### config.mk
export PLATFORM = sky130hd
export DESIGN_NAME = bf_pass_sequencer
export DESIGN_NICKNAME = d
export VERILOG_FILES = /design/src/rtl/bf_pass_sequencer.sv
export SDC_FILE = /design/constraint.sdc
export NUM_CORES = 1
export LEC_CHECK = 0
export CORE_MARGIN = 2
export CORE_UTILIZATION = 47
export DETAILED_ROUTE_END_ITERATION = 10
export PLACE_DENSITY = 0.75
export SYNTH_ARGS = -nofsm -noshare
export SYNTH_HDL_FRONTEND = slang
export SYNTH_SLANG_ARGS = --single-unit
### constraint.sdc
create_clock -name clk -period 2.6 [get_ports clk]
set_clock_uncertainty 0.15 [all_clocks]
set_input_delay 0.52 -clock clk [delete_from_list [all_inputs] [get_ports clk]]
set_output_delay 0.52 -clock clk [all_outputs]
set_load 0.01 [all_outputs]
### src/rtl/bf_pass_sequencer.sv
// Bellman-Ford relaxation pass sequencer.
// Steps the datapath through 8-cycle passes (two phases of four compare/exchange steps),
// checks a sticky relax flag between passes, and reports completion and convergence.
// Optional feature: define BF_EARLY_EXIT_EN to stop as soon as a pass produces no relaxation.
module bf_pass_sequencer #(
  parameter int unsigned MAX_PASS = 31
) (
  input  logic       clk,
  input  logic       rst,
  input  logic       start,
  input  logic       hold,
  input  logic       relax_in,
  output logic       phase_counter,
  output logic [1:0] step_counter,
  output logic       dp_en,
  output logic       busy,
  output logic       done,
  output logic       converged,
  output logic [5:0] pass_count
);

  typedef enum logic [1:0] {StIdle, StRun, StCheck, StDone} state_e;

  localparam logic [5:0] MaxPass = 6'(MAX_PASS);

  state_e     state_q;
  logic       relax_q;
  logic [5:0] pass_next;
  logic       exit_now;

  assign pass_next = pass_count + 6'd1;

  // >= rather than == keeps pass_count bounded even if the limit were somehow overshot.
`ifdef BF_EARLY_EXIT_EN
  assign exit_now = (pass_next >= MaxPass) || !relax_q;
`else
  assign exit_now = (pass_next >= MaxPass);
`endif

  // Capture enable follows the registered RUN state, gated off immediately while held.
  assign dp_en = (state_q == StRun) && !hold;

  // Sequencer state and registered outputs.
  always_ff @(posedge clk) begin
    if (rst) begin
      state_q       <= StIdle;
      relax_q       <= 1'b0;
      phase_counter <= 1'b0;
      step_counter  <= 2'd0;
      busy          <= 1'b0;
      done          <= 1'b0;
      converged     <= 1'b0;
      pass_count    <= 6'd0;
    end else begin
      case (state_q)
        StIdle: begin
          if (start) begin
            state_q       <= StRun;
            busy          <= 1'b1;
            phase_counter <= 1'b0;
            step_counter  <= 2'd0;
            pass_count    <= 6'd0;
            relax_q       <= 1'b0;
          end
        end
        StRun: begin
          if (!hold) begin
            relax_q <= relax_q | relax_in;
            if (phase_counter && (step_counter == 2'd3)) begin
              state_q       <= StCheck;
              phase_counter <= 1'b0;
              step_counter  <= 2'd0;
            end else begin
              step_counter <= step_counter + 2'd1;
              if (step_counter == 2'd3) begin
                phase_counter <= ~phase_counter;
              end
            end
          end
        end
        StCheck: begin
          pass_count <= pass_next;
          if (exit_now) begin
            state_q   <= StDone;
            done      <= 1'b1;
            converged <= ~relax_q;
          end else begin
            state_q <= StRun;
            relax_q <= 1'b0;
          end
        end
        StDone: begin
          state_q   <= StIdle;
          busy      <= 1'b0;
          done      <= 1'b0;
          converged <= 1'b0;
        end
        default: begin
          state_q <= StIdle;
          busy    <= 1'b0;
          done    <= 1'b0;
        end
      endcase
    end
  end

endmodule
==> summary.txt <==
CTS
  – CTS Hold Bufs: 0
  – Post-cts resize count: 0
  – H-tree levels: 1
  – CTS root buffer: clkbuf_4
  – Clk buf depth: 2
  – CTS tree: yes
  – Clock transition at path regs: 90 ps
  – TritonCTS Buffers: 3
  – Clock Sinks: 15
  – Post-CTS Repair Setup Buffers: 0
  – Clock Latency Late Sink: 290 ps

Logic synthesis
  – Adder-cell share of the synthesized area: 0.04724
  – Mux cell area share after synthesis: 0.04567
  – Largest family of logic cells by synthesized area: simple AND/OR/NAND/NOR gates
  – Synthesized instance count: 96
  – Post-synth top area share: 0.3780
  – Sequential area share after synthesis: 0.3780
  – Syn. warnings: 0
  – Syn Nets: approximately 100
  – Compound-Gate Fraction of Synth Area: 0.2142
  – Mean Syn Cell Area: a little over 8 um^2
  – Distinct cell type count after synthesis: 34
  – Largest cells by area after synthesis: dfxtp_1, a21oi_1, nor2_1, ha_1, nand2_1
  – Synthesized flop and latch total: 15
  – Area share of xor/xnor cells in the synthesized design: 0.01102
  – Mapped Area: between 700 and 800 um^2
  – Simple-gate area share of the yosys netlist: 0.2803
  – Post-synth top area cell: dfxtp_1

Timing
  – Achievable clock frequency: roughly 0.40 GHz
  – # setup viols final: 0
  – Slew @ Worst Pin: roughly 620 ps
  – Final min period: 2529 ps
  – Max-slew headroom: 0.5858
  – Final setup margin: about 71 ps
  – Final hold violation count: 0
  – Number of max-slew violations in the final report: 0
  – RSZ-0062 raised after global routing: false
  – Setup TNS: 0 ps
  – Period Utilization, post-route: 0.9727

GRT
  – Initial antenna violation count: 0
  – Overall routing resource usage: 0.1876
  – Number of global-route vias before repair: ~700
  – Total gr overflow: 0
  – Largest net degree at the start of global routing: 16
  – First-pass GRT wire length: 2760 um

Floorplan
  – Die H: 45.12 um
  – Num ports: 18
  – Row count: 14
  – Die Footprint: 2035 um^2
  – Initial Util: 0.5154
  – Core ar.: 1541 um^2
  – Die width: approximately 45 um

Cells and area
  – Fin util: 0.6680
  – Layout Area Growth over Synthesis: 29.61%
  – Final #Nets: roughly 130
  – Share of post-route cells with drive strength above 1: 0.1271
  – Inserted Diodes: 0

Worst setup path
  – Crit path max fanout: 4
  – Critical Setup Path Class: in2out
  – Crit-path cells: clkdlybuf4s50_1, nor3b_1, clkdlybuf4s50_1
  – Startpoint Class: input port
  – WP buf/inv: 2
  – Most frequent CP cell: clkdlybuf4s50_1
  – Largest delay contributor family on the critical path: buffers and inverters
  – Slowest-stage cell, CP: clkdlybuf4s50_1
  – Critical path arrival: roughly 1900 ps
  – Max incr delay on CP: about 600 ps
  – Crit end category: primary output
  – Data required, critical path: ~1900 ps

Detailed routing
  – DR pass1 iterations: 4
  – DRC viols: 0
  – Top Metal Used: met4
  – Final antenna-violating net count: 0
  – Vias/cell: between 5 and 6
  – Wirelength, routed: roughly 1600 um
  – WL met1: 813 um
  – Starting DRT DRC Count: 8
  – DR WL met3: just over 60 um
  – Vias: roughly 750
  – Wire length per cell: approximately 12 um
  – DR WL met2: 734 um

Min path
  – HP Class: reg2reg

Power and ir drop
  – Pwr Total: about 420 uW
  – Peak VDD IR: roughly 320 uV
  – Power Dens Cells: ~400 nW/um^2
  – Leakage: around 0.38 nW

Placement
  – Setup WS pre-CTS: 70.17 ps
  – I/O Buffers: 17
  – Gpl congestion: roughly 0.83
  – Post-detail-place hpwl: 1212 um

Run
  – Max Cap Viol: 0

Status
  – Run status: completed
==> cell families after synthesis <==
group                    after synthesis
AND/OR/NAND/NOR                       43
AO/OA/AOI/OAI                         26
flip-flops                            15
buffers and inverters                  5
multiplexers                           3
adder cells (fa/ha/maj)                3
XOR/XNOR                               1
==> layer usage <==
layer	GRT usage	vias up
met5	0	-
met4	0.1118	0
met2	0.3229	25
li1	-	380
met3	0.03600	5
met1	0.2125	344
==> cell usage in the layout, fill, tap and decap left out, types with 2 or more instances in the layout <==
| cell type | instances |
|---|---|
| nand3_1 | 3 |
| clkbuf_4 | 3 |
| clkdlybuf4s50_1 | 17 |
| dfxtp_1 | 15 |
| ha_1 | 3 |
| nand2_1 | 8 |
| o21ai_0 | 3 |
| nor2b_1 | 3 |
| inv_1 | 2 |
| o21a_1 | 2 |
| a21oi_1 | 12 |
| nor2_1 | 13 |
| nor3b_1 | 2 |
| nor3_1 | 4 |
| nand2b_1 | 3 |
| buf_4 | 4 |
==> synth_stat cells <==
cell      count
nor3b_1       2
a211oi_1      1
nor4_1        1
o21ai_0       3
nand2b_1      3
nor2_1       13
a22oi_1       1
nand2_1       8
mux2_4        1
ha_1          3
and3b_1       1
xor2_1        1
and2b_1       1
a21boi_2      1
a21oi_1      12
inv_1         2
nor3_1        4
o21bai_1      1
a41oi_1       1
and3b_2       1
nor2_2        1
o211ai_1      1
o21a_1        2
nand3_1       3
clkbuf_1      3
mux2i_1       1
nor2b_1       3
and4b_1       1
o21ai_2       1
a211oi_2      1
a21o_2        1
mux2_2        1
dfxtp_1      15
nand3b_1      1
==> through the flow <==
stage,instances,hold slack [ps],area [um^2]
6_report,134,330.7,1030
5_1_grt,134,365.9,1030
4_1_cts,134,323.9,1030
3_5_place_dp,130,310.0,1003
3_3_place_gp,130,293.8,1003
2_1_floorplan,96,330.5,794.5
==> worst reg2reg max path, delay by kind of cell, from the launching register on <==
family | cells | cell delay, ps
simple gates | 2 | 210
xor+xnor | 1 | 180
compound gates | 1 | 270
mux | 1 | 300
flops | 1 | 470
fa+ha+maj | 1 | 270
==> worst paths after layout <==
check	cells after the start	to	start	slack [ps]
max	3	dp_en	hold	70
min	2	done$_SDFFE_PP0P_	done$_SDFFE_PP0P_	330
max reg2reg	6	converged$_SDFFE_PP0P_	pass_count[1]$_SDFFE_PP0P_	660
min reg2reg	2	done$_SDFFE_PP0P_	done$_SDFFE_PP0P_	330
==> report_power, final <==
group | total, mW | switching [mW] | internal [mW]
clock network | 0.136 | 0.0761 | 0.0597
registers | 0.237 | 0.00296 | 0.234
logic | 0.0492 | 0.0243 | 0.0249
==> state kept, by name, summed over array words and instances, names as in the netlist <==
register and cells:
pass_count 6, phase_counter 1, step_counter 2, converged 1, state_q 2, done 1
relax_q 1, busy 1
==> final cells by class <==
| type | instances | area (um^2) |
|---|---|---|
| fill | 136 | 511.7 |
| clock buffer | 4 | 26.28 |
| timing repair buffer | 21 | 200.2 |
| sequential | 15 | 300.3 |
| inverter | 2 | 7.507 |
| tap | 16 | 20.02 |
| multi-input combinational | 76 | 475.5 |
Power figures use the tool's default switching activity.
